### config.mk
export PLATFORM = sky130hd
export DESIGN_NAME = mac_accum_stage
export DESIGN_NICKNAME = d
export VERILOG_FILES = /design/src/rtl/euler_pkg.sv /design/src/rtl/fixed_mul.sv /design/src/rtl/mac_accum_stage.sv
export SDC_FILE = /design/constraint.sdc
export NUM_CORES = 1
export LEC_CHECK = 0
export ABC_AREA = 1
export CAP_MARGIN = 10
export CORE_ASPECT_RATIO = 0.75
export CORE_MARGIN = 2
export CORE_UTILIZATION = 42
export CTS_CLUSTER_SIZE = 10
export DETAILED_ROUTE_END_ITERATION = 7
export PLACE_DENSITY = 0.64
export SKIP_CTS_REPAIR_TIMING = 1
export SLEW_MARGIN = 30
export SYNTH_ARGS = -nofsm -noshare
export SYNTH_HDL_FRONTEND = slang
export SYNTH_SLANG_ARGS = --single-unit
### constraint.sdc
create_clock -name clk -period 5.85 [get_ports clk]
set_input_delay 1.755 -clock clk [delete_from_list [all_inputs] [get_ports clk]]
set_output_delay 1.755 -clock clk [all_outputs]
set_load 0.01 [all_outputs]
### src/rtl/euler_pkg.sv
// Shared constants and types for the euler fetch/buffer/MAC pipeline.
// Default fixed-point format is Q7.8 with 4 accumulator guard bits.
package euler_pkg;

  localparam int EULER_DATA_SIZE  = 16;
  localparam int EULER_FRAC_BITS  = 8;
  localparam int EULER_GUARD_BITS = 4;

  typedef enum logic {
    MAC_IDLE  = 1'b0,
    MAC_ACCUM = 1'b1
  } mac_state_e;

endpackage

### src/rtl/fixed_mul.sv
// Registered signed multiplier (stage 1 of the MAC): full-width product plus
// valid/last tags, all dropped by a synchronous clear.
module fixed_mul
  import euler_pkg::*;
#(
  parameter int DATA_SIZE = EULER_DATA_SIZE
) (
  input  logic                          clk_i,
  input  logic                          rst_ni,
  input  logic                          clear_i,
  input  logic                          valid_i,
  input  logic                          last_i,
  input  logic [DATA_SIZE-1:0]          a_i,
  input  logic [DATA_SIZE-1:0]          b_i,
  output logic signed [2*DATA_SIZE-1:0] prod_o,
  output logic                          valid_o,
  output logic                          last_o
);

  localparam int PROD_SIZE = 2 * DATA_SIZE;

  logic signed [PROD_SIZE-1:0] a_ext;
  logic signed [PROD_SIZE-1:0] b_ext;
  logic signed [PROD_SIZE-1:0] prod_d;
  logic signed [PROD_SIZE-1:0] prod_q;
  logic                        valid_q;
  logic                        last_q;

  // Operands are sign-extended up front so the product is exact at full width.
  assign a_ext  = {{DATA_SIZE{a_i[DATA_SIZE-1]}}, a_i};
  assign b_ext  = {{DATA_SIZE{b_i[DATA_SIZE-1]}}, b_i};
  assign prod_d = a_ext * b_ext;

  always_ff @(posedge clk_i or negedge rst_ni) begin
    if (!rst_ni) begin
      prod_q  <= '0;
      valid_q <= 1'b0;
      last_q  <= 1'b0;
    end else if (clear_i) begin
      prod_q  <= '0;
      valid_q <= 1'b0;
      last_q  <= 1'b0;
    end else begin
      valid_q <= valid_i;
      if (valid_i) begin
        prod_q <= prod_d;
        last_q <= last_i;
      end
    end
  end

  assign prod_o  = prod_q;
  assign valid_o = valid_q;
  assign last_o  = last_q;

endmodule

### src/rtl/mac_accum_stage.sv
// Row dot-product MAC: multiply (fixed_mul), accumulate, shift back to operand format.
// Define MAC_SATURATE_EN to clamp out-of-range results instead of wrapping.
module mac_accum_stage
  import euler_pkg::*;
#(
  parameter int DATA_SIZE  = EULER_DATA_SIZE,
  parameter int FRAC_BITS  = EULER_FRAC_BITS,
  parameter int GUARD_BITS = EULER_GUARD_BITS
) (
  input  logic                 clk,
  input  logic                 rst,
  input  logic                 in_valid,
  input  logic [DATA_SIZE-1:0] in_a,
  input  logic [DATA_SIZE-1:0] in_b,
  input  logic                 row_last,
  input  logic                 flush,
  output logic [DATA_SIZE-1:0] result,
  output logic                 result_valid,
  output logic                 busy,
  output logic                 overflow
);

  localparam int PROD_SIZE = 2 * DATA_SIZE;
  localparam int ACC_SIZE  = 2 * DATA_SIZE + GUARD_BITS;

  logic                        accept;
  logic signed [PROD_SIZE-1:0] s1_prod;
  logic                        s1_valid;
  logic                        s1_last;

  mac_state_e state_q;
  mac_state_e state_d;

  logic signed [ACC_SIZE-1:0] acc_q;
  logic signed [ACC_SIZE-1:0] acc_d;
  logic signed [ACC_SIZE-1:0] prod_ext;
  logic signed [ACC_SIZE-1:0] sum;
  logic signed [ACC_SIZE-1:0] shifted;
  logic                       in_range;
  logic [DATA_SIZE-1:0]       res_word;
  logic [DATA_SIZE-1:0]       result_q;
  logic [DATA_SIZE-1:0]       result_d;
  logic                       result_valid_q;
  logic                       result_valid_d;
  logic                       overflow_q;
  logic                       overflow_d;

  // Flush wins over a coincident input pair.
  assign accept = in_valid & ~flush;

  fixed_mul #(
    .DATA_SIZE(DATA_SIZE)
  ) u_fixed_mul (
    .clk_i  (clk),
    .rst_ni (rst),
    .clear_i(flush),
    .valid_i(accept),
    .last_i (row_last),
    .a_i    (in_a),
    .b_i    (in_b),
    .prod_o (s1_prod),
    .valid_o(s1_valid),
    .last_o (s1_last)
  );

  always_ff @(posedge clk or negedge rst) begin
    if (!rst) begin
      state_q <= MAC_IDLE;
    end else begin
      state_q <= state_d;
    end
  end

  always_comb begin
    state_d = state_q;
    case (state_q)
      MAC_IDLE:  if (accept && !row_last) state_d = MAC_ACCUM;
      MAC_ACCUM: if (flush || (accept && row_last)) state_d = MAC_IDLE;
      default:   state_d = MAC_IDLE;
    endcase
  end

  always_comb begin
    busy = (state_q == MAC_ACCUM) | s1_valid | result_valid_q;
  end

  assign prod_ext = {{GUARD_BITS{s1_prod[PROD_SIZE-1]}}, s1_prod};
  assign sum      = acc_q + prod_ext;
  assign shifted  = sum >>> FRAC_BITS;
  // Representable iff every bit from the result sign upward agrees.
  assign in_range = (&shifted[ACC_SIZE-1:DATA_SIZE-1]) | ~(|shifted[ACC_SIZE-1:DATA_SIZE-1]);

`ifdef MAC_SATURATE_EN
  localparam logic [DATA_SIZE-1:0] SAT_MAX = {1'b0, {(DATA_SIZE-1){1'b1}}};
  localparam logic [DATA_SIZE-1:0] SAT_MIN = {1'b1, {(DATA_SIZE-1){1'b0}}};

  assign res_word = in_range ? shifted[DATA_SIZE-1:0]
                             : (shifted[ACC_SIZE-1] ? SAT_MIN : SAT_MAX);
`else
  assign res_word = shifted[DATA_SIZE-1:0];
`endif

  // Accumulator clears in the same cycle the result is taken: no bubble between rows.
  always_comb begin
    acc_d          = acc_q;
    result_d       = result_q;
    result_valid_d = 1'b0;
    overflow_d     = overflow_q;
    if (flush) begin
      acc_d = '0;
    end else if (s1_valid) begin
      if (s1_last) begin
        acc_d          = '0;
        result_d       = res_word;
        result_valid_d = 1'b1;
        if (!in_range) overflow_d = 1'b1;
      end else begin
        acc_d = sum;
      end
    end
  end

  always_ff @(posedge clk or negedge rst) begin
    if (!rst) begin
      acc_q          <= '0;
      result_q       <= '0;
      result_valid_q <= 1'b0;
      overflow_q     <= 1'b0;
    end else begin
      acc_q          <= acc_d;
      result_q       <= result_d;
      result_valid_q <= result_valid_d;
      overflow_q     <= overflow_d;
    end
  end

  assign result       = result_q;
  assign result_valid = result_valid_q;
  assign overflow     = overflow_q;

endmodule

# == Yosys cells after proc, flatten, opt, wreduce, memory -nomap -nowiden ==
# Cells that the tools add are included.
# classes
muxes,14
reduce_logical,10
addsub,1
bitwise_logic,8
n_mul,1
# op_table
op,count
$mux 36,3
$mux 32,2
$add 36x32->36,1
$mul 16x16->32,1
$reduce_and 13->1,1
$reduce_or 13->1,1
$mux 1,8
$not 1->1,4
$reduce_and 4->1,1
$reduce_bool 2->1,2
$or 1x1->1,3
$reduce_and 3->1,1
$logic_and 1x1->1,2
$pmux 1 s2,1
$and 1x1->1,1
$logic_not 1->1,1
$logic_or 1x1->1,1
# word_totals
regBits,89
inputBits,37

# == Longest topological paths before layout ==
# Gate-level depths: netlist of run 1.
# depth
ltp_word,6
depth_mapped,28

# == Cells and area by module ==
# From an unflattened synthesis of run 1, not the netlist that was laid out.
# unflattened
cells_unflattened,2396
hier_area_um2,17058.9
# by_module_without_submodules
mod,seq_area_each_um2,cells_per_inst,area_per_inst_um2,instances
fixed_mul,850.8,1618,12126.6,1
mac_accum_stage,1376.3,778,4932.2,1

# == Worst setup path before layout of run 1 ==
# No wires, ideal clock.
# synth_path
path_type,input -> register
from,input port in_b[5]
to,register u_fixed_mul.prod_q[30] (netlist: u_fixed_mul.prod_o[30])
stages,19
path_slack_ps,-1227
path_buffers,2
arrival_time_ps,6950
setup_time_ps,127
path_cell_list,clkbuf_1 > clkbuf_1 > nand2_1 > fa_1 > inv_1 > fa_1 > fa_1 > fa_1 > inv_1 > fa_1 > inv_1 > fa_1 > ha_1 > inv_1 > nor3_1 > nand4_1 > or2_2 > a21oi_1 > o21ai_0
# synth_via
elab_chain_len,3
# synth_lines
item,line_no,rtl
start: declaration,mac_accum_stage.sv:14,"input logic [DATA_SIZE-1:0] in_b,"
$mul 16x16->32,fixed_mul.sv:32,assign prod_d = a_ext * b_ext;
$mux 32,fixed_mul.sv:45,if (valid_i) begin
$mux 32,fixed_mul.sv:39,end else if (clear_i) begin
end signal: assignment,fixed_mul.sv:46,prod_q <= prod_d;
end: declaration,fixed_mul.sv:25,logic signed [PROD_SIZE-1:0] prod_q;
# Every way passes these cells. The select of a mux whose other input is x is not followed.
# A chain may end at the register's enable or synchronous reset.

# == Worst setup path in the final report of run 1 ==
# layout_path
from,input port in_a[15]
to,register u_fixed_mul.prod_q[27] (netlist: u_fixed_mul.prod_o[27])
# layout_via
elab_chain_len,3
# layout_lines
item,line_no,rtl
start: declaration,mac_accum_stage.sv:13,"input logic [DATA_SIZE-1:0] in_a,"
$mul 16x16->32,fixed_mul.sv:32,
$mux 32,fixed_mul.sv:45,
$mux 32,fixed_mul.sv:39,
# Every way passes these cells. The select of a mux whose other input is x is not followed.

==> impl.org, run 1 <==
** GRT
- Global routing usage summed across all routing layers :: 23.0%
- The number of global-route vias before repair came to 14800.
- Wire length of the first global-routing pass :: 74900 um
- Number of antenna violations at the first check in global routing :: 0
- Pin count of the biggest net entering global routing :: 61
- The total overflow left after global routing is 0.

** Yosys
- Of all flip-flops after synthesis, the portion carrying an async set or reset was 100%.
- Ys Warns :: 0
- The number of nets in the synthesized netlist is 2642.
- Flip-flop and latch count after synthesis :: 89
- After synthesis, flip-flops and latches occupy 13.6% of the total area.
- Primary flip-flop cell chosen by synthesis mapping :: dfrtp_1
- Gate count of the mapped netlist :: 2225
- Number of enable flip-flop cells after synthesis :: 0
- Number of distinct library cell variants in the gate-level netlist after synthesis :: 43
- The cell area that synthesis handed to floorplanning was 16400 um2.
- Avg Inst Size Synth :: 7.36 um2

** Status
- Outcome :: finished, violations left
- The final reports fail on setup timing.

** Timing
- Setup repair after global routing could not meet its margin everywhere.
- Headroom to the max-slew limit came out at 38.7%.
- Pin slew with the least headroom to its limit :: 0.914 ns
- Highest Clock Rate :: 0.147 GHz
- Clock skew on the completed layout was measured at 0.0165 ns.
- Of the available clock period, the critical path in the final layout requires 116%.
- Setup violations remaining at the end of the flow were counted as 23.
- Hold Fails Final Rpt :: 0
- Max Transition Viols Final :: 0
- Counting I/O delays and the setup requirement, the final critical path takes 6.81 ns.
- Final hold slack :: 0.462 ns
- Minimum setup slack in the final design :: -0.959 ns

** Setup path
- The slowest stage of the critical path is the fa_2 cell.
- Element type at the critical path start :: input pin
- Worst Setup End Kind :: flip-flop
- For the worst flop-to-flop path, the logic depth is 18.
- Largest fanout on the critical path :: 8
- The number of buffers and inverters on the critical path is 6.
- R2r endpoint :: overflow$_DFFE_PN0P_
- Required @ worst endpoint :: 6.09 ns
- Register-to-register path setup slack :: 2.84 ns
- On the critical path the largest part of the delay comes from adder cells.
- Classification of the worst setup path :: in2reg
- At the worst endpoint, the arrival time is 7.05 ns.
- Maximum cell stage delay along the critical path :: 0.63 ns
- R2R Path Start :: u_fixed_mul.prod_o[0]$_DFFE_PN0P_

** Routing
- Per-cell routed wire length :: 15.9 um
- The detailed router finished its first iteration with 1018 violations.
- In the routed layout, each cell is associated on average with a via count of 4.94.
- The detail route stage leaves a number of antenna-violating nets equal to 0.
- DRT Wirelength :: 47500 um
- Count of unresolved DRC violations after routing :: 0
- For this block, the via count after detailed routing is 14800.
- For this run, the detailed router's first-pass iteration total came to 5.

** Floorplan
- The region available for standard cell placement spans 38400 um2.
- Number of placed I/O pins :: 56
- The die covers 40600 um2.
- Initial Utilization :: 42.7%
- After floorplanning, the core was divided into 62 placement rows.
- In this run the horizontal extent of the chip is 232 um.
- From bottom edge to top edge, the die measures 175 um.

** Clocking
- Total clock buffers created by CTS :: 9
- Clock tree buffer depth :: 2
- The cell sitting at the root of the clock tree is a clkbuf_16.
- Clock latency reported for the late side of the worst-skew pair :: 0.36 ns
- Clock-pin slew on the worst setup and hold paths :: 0.07 ns
- Clock tree sinks :: 89
- The H-tree generated during clock tree synthesis spans 3 levels.
- TritonCTS built the clock tree.

** Placed design
- Placed insts :: 2894
- Routability cong. :: 0.947
- The count of buffers added on input and output ports is 55.
- HPWL after detailed placement :: 37200 um
- OpenSTA, run right after detailed placement, puts the worst setup slack at -1.64 ns.

** Worst hold path
- Along the worst hold path, the cell count comes to 2.
- In this run the most critical hold path is launched from overflow$_DFFE_PN0P_.
- Classification of the worst-slack hold path :: reg2reg
- For hold timing, the worst endpoint is overflow$_DFFE_PN0P_.

** Cells and area
- Final standard cell count with taps included and fillers excluded :: 2994
- The library cell used most frequently in the layout, excluding fill and tap cells, is nand2_1.
- Post-synthesis to final-layout area growth :: 29.6%
- Counting the fill cells in the layout gives 3542.
- Post-layout net count :: 2894
- Diode count :: 0
- Most used cells in the layout excluding fill and tap cells :: nand2_1 (577), inv_1 (509), fa_1 (229)
- Fraction of layout cells with a size suffix above 1 :: 23.3%

** Job
- Max-cap violations in this run came to 0.
[registers in the layout, indices dropped and copies added, names as in the netlist]
register             flops
acc_q                   36
u_fixed_mul.prod_o      32
result                  16
overflow                 1
result_valid             1
state_q                  1
u_fixed_mul.last_o       1
u_fixed_mul.valid_o      1
[kinds of logic (layout without fill, tap and decap cells)]
group                      after synthesis  count (layout)  share of synthesized area (%)
and+or+nand+nor                        854             854                           21.3
xor gates and xnor gates                30              30                           1.60
AOI/OAI and AO/OA                      216             216                           7.40
DFF                                     89              89                           13.6
adders and majority gates              380             380                           41.1
buffers and inverters                  656             913                           15.0
[stage by stage]
stage | instance area (um2) | setup TNS, ns | util (%)
6_report | 21200 | -14.34 | 55.3
5_1_grt | 21200 | -17.92 | 55.3
4_1_cts | 19600 | -23.83 | 50.9
3_5_place_dp | 19200 | -32.65 | 50.1
3_3_place_gp | 19200 | -31.61 | 50.1
2_1_floorplan | 17200 | -11.00 | -
[worst reg2reg max path, delay by kind of cell, from the launching register on]
family	cells	cell delay, ns
flops	1	0.39
fa+ha+maj	2	0.85
simple gates	16	1.66
[routing by layer]
layer	up-vias	routed length, um	track usage (%)
li1	7077	-	-
met4	0	455	2.35
met1	7208	22200	35.0
met3	43	3810	3.52
met5	-	0	0
met2	460	21100	35.8
[synth_stat cells (all sizes together), types with 7 or more instances]
library cell	n	share of area [%]
a21o	7	0.32
a21oi	76	2.3
clkbuf	76	1.7
dfrtp	89	14
fa	263	32
ha	117	8.9
inv	578	13
nand2	633	15
nand3	79	2.5
nand4	13	0.50
nor2	100	2.5
nor3	17	0.64
o21ai	101	3.1
xnor2	19	1.0
xor2	11	0.59
[worst max-delay path by stage]
stage / from / to / slack [ns] / cells after the start
2_1_floorplan: in_b[6] / u_fixed_mul.prod_o[27]$_DFFE_PN0P_ / -0.78 / 26
3_3_place_gp: in_a[15] / u_fixed_mul.prod_o[30]$_DFFE_PN0P_ / -1.58 / 23
3_5_place_dp: in_a[15] / u_fixed_mul.prod_o[30]$_DFFE_PN0P_ / -1.64 / 24
4_1_cts: in_a[15] / u_fixed_mul.prod_o[30]$_DFFE_PN0P_ / -1.28 / 24
5_1_grt: in_a[15] / u_fixed_mul.prod_o[27]$_DFFE_PN0P_ / -1.11 / 25
6_report: in_a[15] / u_fixed_mul.prod_o[27]$_DFFE_PN0P_ / -0.96 / 25
[layout make-up]
type	instances	area, um2	area share, %
multi-input cells	1480	12700	59.9
clock inverters	7	77.6	0.365
flip-flops and latches	89	2230	10.5
clock buffers	9	225	1.06
well taps	512	641	3.02
repair buffers	316	3150	14.8
inverters	580	2180	10.3
repair inverters	1	7.51	0.0353
Power of run 1 is left out: the tool's default activity adds up to more than one toggle a clock period on the data nets, which glitch-free logic cannot reach.
==> inputs of run 2 (changes only) <==
Settings changed: HOLD_SLACK_MARGIN set to 0.1.
==> results of run 2 <==
No change in the layout: final DEF, timing and power equal those of run 1.
Power of run 2 is left out for the same reason.
